`src/rtl/fetch_queue.sv`:
```
// fetch_queue
//   Fetch stage in front of decode. Owns the fetch PC, drives the combinational
//   instruction memory address, stores each returned instruction together with
//   its PC in a DEPTH-entry FIFO and presents the FIFO head to decode over a
//   valid/ready handshake. A redirect flushes the FIFO and reloads the fetch PC.
//
// Parameters
//   DEPTH     queue entries, power of 2, >= 2
//   RESET_PC  fetch PC after reset, bits [1:0] zero
//
// Ports
//   clk            clock, rising edge
//   rst            asynchronous reset, active low
//   imem_addr_o    fetch address to imem (current fetch PC)
//   imem_instr_i   instruction at imem_addr_o, same cycle
//   redirect_i     flush queue, restart fetch at redirect_pc_i
//   redirect_pc_i  redirect target, bits [1:0] ignored
//   id_valid_o     head entry valid for decode
//   id_ready_i     decode accepts head this cycle
//   id_pc_o        PC of presented instruction (0 when invalid)
//   id_instr_o     presented instruction (0 when invalid)
//   count_o        occupied FIFO entries
//
// Configuration
//   FETCH_BYPASS_EN  when defined, an empty queue forwards imem straight to
//                    decode in the same cycle; an accepted bypass instruction
//                    never enters the FIFO.

module fetch_queue #(
  parameter int unsigned DEPTH    = 4,
  parameter logic [31:0] RESET_PC = 32'h0000_0000
) (
  input  logic                         clk,
  input  logic                         rst,
  output logic [31:0]                  imem_addr_o,
  input  logic [31:0]                  imem_instr_i,
  input  logic                         redirect_i,
  input  logic [31:0]                  redirect_pc_i,
  output logic                         id_valid_o,
  input  logic                         id_ready_i,
  output logic [31:0]                  id_pc_o,
  output logic [31:0]                  id_instr_o,
  output logic [$clog2(DEPTH+1)-1:0]   count_o
);

  localparam int unsigned PW = $clog2(DEPTH);
  localparam int unsigned CW = $clog2(DEPTH+1);

  logic [31:0]   fetch_pc_q, fetch_pc_d;
  logic [PW-1:0] rd_ptr_q, rd_ptr_d;
  logic [PW-1:0] wr_ptr_q, wr_ptr_d;
  logic [CW-1:0] count_q, count_d;

  logic [31:0]   pc_mem_q    [DEPTH];
  logic [31:0]   instr_mem_q [DEPTH];

  logic          fifo_empty;
  logic          bypass;
  logic          valid;
  logic          pop;
  logic          pop_fifo;
  logic          push_fifo;
  logic          advance;
  logic [31:0]   head_pc;
  logic [31:0]   head_instr;

  // Low target bits are discarded by definition.
  logic          unused_redirect_lsbs;
  assign unused_redirect_lsbs = ^redirect_pc_i[1:0];

  assign fifo_empty = (count_q == '0);

  always_comb begin
    bypass     = 1'b0;
    head_pc    = pc_mem_q[rd_ptr_q];
    head_instr = instr_mem_q[rd_ptr_q];
`ifdef FETCH_BYPASS_EN
    // rst gates the bypass so outputs read zero while reset is held.
    bypass = fifo_empty & ~redirect_i & rst;
    if (bypass) begin
      head_pc    = fetch_pc_q;
      head_instr = imem_instr_i;
    end
`endif
    valid = (~fifo_empty & ~redirect_i) | bypass;
    pop   = valid & id_ready_i & ~redirect_i;

    // A consumed bypass instruction advances fetch without touching the FIFO.
    pop_fifo  = pop & ~bypass;
    push_fifo = ~redirect_i & ((count_q < CW'(DEPTH)) | pop_fifo) & ~(bypass & pop);
    advance   = push_fifo | (bypass & pop);
  end

  always_comb begin
    fetch_pc_d = fetch_pc_q;
    rd_ptr_d   = rd_ptr_q;
    wr_ptr_d   = wr_ptr_q;
    count_d    = count_q;
    if (redirect_i) begin
      fetch_pc_d = {redirect_pc_i[31:2], 2'b00};
      rd_ptr_d   = '0;
      wr_ptr_d   = '0;
      count_d    = '0;
    end else begin
      if (advance)   fetch_pc_d = fetch_pc_q + 32'd4;
      if (push_fifo) wr_ptr_d   = wr_ptr_q + PW'(1);
      if (pop_fifo)  rd_ptr_d   = rd_ptr_q + PW'(1);
      count_d = count_q + CW'(push_fifo) - CW'(pop_fifo);
    end
  end

  always_ff @(posedge clk or negedge rst) begin
    if (!rst) begin
      fetch_pc_q <= RESET_PC;
      rd_ptr_q   <= '0;
      wr_ptr_q   <= '0;
      count_q    <= '0;
    end else begin
      fetch_pc_q <= fetch_pc_d;
      rd_ptr_q   <= rd_ptr_d;
      wr_ptr_q   <= wr_ptr_d;
      count_q    <= count_d;
    end
  end

  // Storage needs no reset: an entry is only read after it has been written.
  always_ff @(posedge clk) begin
    if (push_fifo) begin
      pc_mem_q[wr_ptr_q]    <= fetch_pc_q;
      instr_mem_q[wr_ptr_q] <= imem_instr_i;
    end
  end

  assign imem_addr_o = fetch_pc_q;
  assign id_valid_o  = valid;
  assign id_pc_o     = valid ? head_pc    : 32'd0;
  assign id_instr_o  = valid ? head_instr : 32'd0;
  assign count_o     = count_q;

endmodule

```
`config.mk`:
```
export PLATFORM = sky130hd
export DESIGN_NAME = fetch_queue
export DESIGN_NICKNAME = d
export VERILOG_FILES = /design/src/rtl/fetch_queue.sv
export SDC_FILE = /design/constraint.sdc
export NUM_CORES = 1
export LEC_CHECK = 0
export CORE_MARGIN = 5
export CORE_UTILIZATION = 50
export CTS_CLUSTER_DIAMETER = 60
export DETAILED_ROUTE_END_ITERATION = 10
export MAX_ROUTING_LAYER = met4
export PLACE_DENSITY = 0.76
export SETUP_SLACK_MARGIN = 0.3
export SLEW_MARGIN = 20
export SYNTH_ARGS = -nofsm -noshare
export SYNTH_HDL_FRONTEND = slang
export SYNTH_SLANG_ARGS = --single-unit
```
`constraint.sdc`:
```
create_clock -name clk -period 3.3 [get_ports clk]
set_input_delay 0.66 -clock clk [delete_from_list [all_inputs] [get_ports clk]]
set_output_delay 0.66 -clock clk [all_outputs]
set_load 0.01 [all_outputs]
```
==> results.md <==
- The clock tree root driver cell is clkbuf_16.
- Traced cell by cell, the critical path runs through buf_12 -> buf_16 -> mux4_2 -> and2_1 -> clkdlybuf4s50_1.
- The leakage power is between 5 and 6 nW.
- The average footprint of a synthesized cell is ~18 sq um.
- The basic-gate share of the synthesized area counting and, or, nand and nor cells is approximately 8%.
- Global routing finished with a remaining overflow of 0.
- The master of the slowest instance on the critical path is clkdlybuf4s50_1.
- The routability congestion estimate is 0.775.
- Fill cells in the final layout number about 1,500.
- TritonCTS built the clock tree.
- The half-perimeter wire length after detailed placement is ~15 mm.
- The largest buffer count on any clock path is 3.
- Cells fill approximately 66% of the core in the end.
- The number of global-route vias before repair came to between 6,000 and 7,000.
- The die covers about 0.026 sq mm.
- The first TritonRoute pass finished after 5 iterations.
- Synthesis produced a netlist whose cell count is 633.
- The floorplan has 55 rows.
- For this run, the top clock speed supported by timing is approximately 0.32 GHz.
- Of all nets on the critical path, the largest fanout is 14.
- In this run the cell area of the synthesized design comes to around 0.012 sq mm.
- The net count of the finished layout is 912.
- The compound-cell area share of the yosys netlist is approximately 1.9%.
- Of the total synthesized cell area, the portion taken by XOR and XNOR cells is around 2.4%.
- The worst reg-to-reg path cell count is 11.
- STA classifies the critical path endpoint as an output pin.
- The endpoint identified for the worst register-to-register timing path is count_o[2]$_DFF_PN0_.
- After clock tree synthesis, the clock-pin slew on the worst setup and hold paths is approximately 0.07 ns.
- Dividing the detail-routed via count by the number of cells gives 5.52.
- The synthesized netlist contains a little over 40 unique library cells.
- The critical path is of the register to output pin type.
- The die is 162 microns tall.
- The type of the worst min-delay path is primary input to async pin.
- After synthesis, the largest family of logic cells by area is multiplexers.
- The largest stage delay on the critical path is around 0.52 ns.
- Data on the critical path is required at its endpoint by 2.64 ns.
- The initial antenna violation count is 0.
- The routed layout has approximately 6,300 vias.
- The worst path meets setup with 0.199 ns of slack.
- The level count of the clock H-tree is 1.
- The area growth from synthesis to layout is 29.4%.
- The number of CTS-inserted buffers is 28.
- The post-route antenna net violation count is 0.
- The wire length of the first global-routing pass is about 37 mm.
- Synthesis inferred around 290 register bits.
- The fraction of layout instances using a drive strength above 1 is 20.1%.
- After Yosys synthesis, full adders, half adders and majority gates account for 0.931% of the synthesized area.
- For the worst setup path, the data arrival time is ~2.4 ns.
- The largest net degree at the start of global routing is 66.
- The kind of cell adding the most delay to the critical path is buffers and inverters.
- For the finished layout, the period the worst path requires is 3.10 ns.
- The final number of hold-violating endpoints was 0.
- The overall global routing resource usage is between 10% and 20%.
- 0 antenna diodes ended up in the layout.
- For this run, the number of Yosys warnings is 0.
- The width of the chip is between 150 and 200 microns.
- Across all register-to-register paths, the minimum setup slack is 0.84 ns.
- The final total power is ~11 mW.
- Setup repair after global routing could not meet its margin everywhere.
- The number of failing setup endpoints in the final timing report is 0.
- The number of DRC markers in iteration 0 is 393.
- After detailed routing, the total wire length is between 20 and 25 mm.
- The wire length per cell after detailed routing is about 21 microns.
- The critical path contains buffers and inverters numbering 3 combined.
- The portion of synthesized area spent on multiplexers is approximately 12%.
- The sink count of the clock tree is ~290.
- Including well taps, the total number of placed cells is 1,065.
- The non-filler instance count after layout is between 1,000 and 1,500.
- The launching element type of the critical path is a register.
- The total DRC errors in the routed layout is 0.
- The final setup TNS is 0 ns.
- The total area inside the core boundary comes to ~0.023 sq mm.
- The power density normalized to cell area is ~700 mW/mm^2.
- The run finished with clean final reports.
- Across the run, the number of max-cap violations was 0.
- Timing analysis after detailed placement gives a worst setup slack of 0.409 ns.
- The peak supply drop is between 300 and 400 uV.
- Once the floorplan was initialized, standard cells occupied between 50% and 60% of the core.
- At the later pin of the worst-skew pair, clock insertion delay measures between 0.5 and 0.6 ns.
- The port buffer count is approximately 160.
- The setup clock skew after layout is between 0.02 and 0.025 ns.
- The worst path uses between 90% and 100% of the clock period.
- The launching point of the worst reg2reg path is count_o[1]$_DFF_PN0_.
- The worst-case headroom to the max-slew limit is roughly 45%.
- The I/O pin count is 168.
- The count of final max-slew check failures came to 0.
- The sequential element share of the synthesized area is between 70% and 80%.
- For the pin with the worst max-slew slack, the measured transition is 0.830 ns.
## final cells by class
type | count | area (sq um) | share of cell area (%)
well taps | 285 | 357 | 2.38
flip-flops and latches | 285 | 8380 | 56.0
inverters | 7 | 26.3 | 0.176
clock inverters | 16 | 135 | 0.904
multi-input cells | 309 | 3010 | 20.1
clock buffers | 35 | 778 | 5.20
repair buffers | 205 | 2270 | 15.2
## routing by layer
layer / vias to the layer above / track usage (%) / routed length (microns) / part of all wire, %
met2: 222 / 30.1 / 12100 / 49
met4: 0 / 3.19 / 278 / 1.1
li1: 2859 / - / - / -
met1: 3199 / 26.2 / 10600 / 43
met5: - / - / 0 / 0
met3: 28 / 2.84 / 1510 / 6.2
## where the power goes
group	switching [mW]	internal (mW)
Combinational	1.21	1.49
Clock	1.29	1.82
Sequential	0.228	4.47
Total	2.72	7.78
## Yosys cell counts
cell      instances  area (sq um)
a211oi_1          2          15.0
a211oi_4          1          20.0
a21bo_2           1          10.0
a21oi_1           3          15.0
a21oi_2           1          8.76
a31oi_1           1          6.26
and2_1           70           438
and3_1            3          18.8
buf_1             1          3.75
buf_2             8          40.0
buf_4             4          30.0
buf_6             2          22.5
clkbuf_1         20          75.1
conb_1            1          3.75
dfrtp_1          37           926
edfxtp_1        248          7450
fa_1              1          20.0
ha_1              7          87.6
inv_1             7          26.3
mux2_2            2          22.5
mux2i_1           2          20.0
mux4_2           62          1400
nand2_1          40           150
nand2b_4          1          13.8
nand3_1          11          55.1
nand3_2           1          10.0
nand3b_1          1          7.51
nand4_1          16           100
nand4_4           1          21.3
nor2_1           10          37.5
nor2_2            1          6.26
nor2b_1           1          6.26
nor3_1            1          5.00
nor3b_2           1          12.5
nor4_1            1          6.26
nor4_4            2          42.5
o21ai_0          19          95.1
o21ai_1           9          45.0
or3_1             1          6.26
xnor2_1          10          87.6
xor2_1           22           193
## metrics by stage
stage	hold slack [ns]	area (sq um)
final	0.230	15000
after CTS	0.246	14600
after global routing	0.295	15000
after detailed placement	0.585	13600
after floorplan	0.364	11600
after global placement	0.559	13600
## cell usage in the layout, fill, tap and decap left out, types with 19 or more instances in the layout
| cell | instances |
|---|---|
| dlymetal6s2s_1 | 49 |
| o21ai_0 | 19 |
| xor2_1 | 22 |
| clkbuf_16 | 31 |
| buf_4 | 27 |
| and2_1 | 66 |
| edfxtp_1 | 248 |
| nand2_1 | 40 |
| clkdlybuf4s50_1 | 101 |
| dfrtp_1 | 35 |
| mux4_2 | 62 |
## how the worst max path moves through the flow
stage | startpoint | to | cells past startpoint
2_1_floorplan | redirect_i | instr_mem_q[0][0]$_DFFE_PP_ | 5
3_3_place_gp | id_ready_i | count_o[2]$_DFF_PN0_ | 11
3_5_place_dp | id_ready_i | count_o[2]$_DFF_PN0_ | 11
4_1_cts | rd_ptr_q[0]$_DFFE_PN0P_ | id_pc_o[16] | 4
5_1_grt | rd_ptr_q[0]$_DFFE_PN0P_ | id_pc_o[16] | 5
6_report | rd_ptr_q[0]$_DFFE_PN0P_ | id_pc_o[16] | 5
## state kept, by name, indices dropped and copies added, names as in the netlist
register     flops
wr_ptr_q         2
count_o          3
instr_mem_q    128
pc_mem_q       120
imem_addr_o     30
rd_ptr_q         2
## repair_timing
item,CTS,global route
pin swaps,0,0
setup buffers,4,19
gates resized for setup,13,51
cloned,0,3
setup endpoints to repair,62,53
hold buffers,0,0
## cells by family after synthesis
kind of cell / count (synthesis)
compound gates: 37
xor+xnor: 32
fa+ha+maj: 8
buf+inv: 42
flops: 285
mux: 66
other cells: 1
simple gates: 162
(Power assumes the default switching activity.)
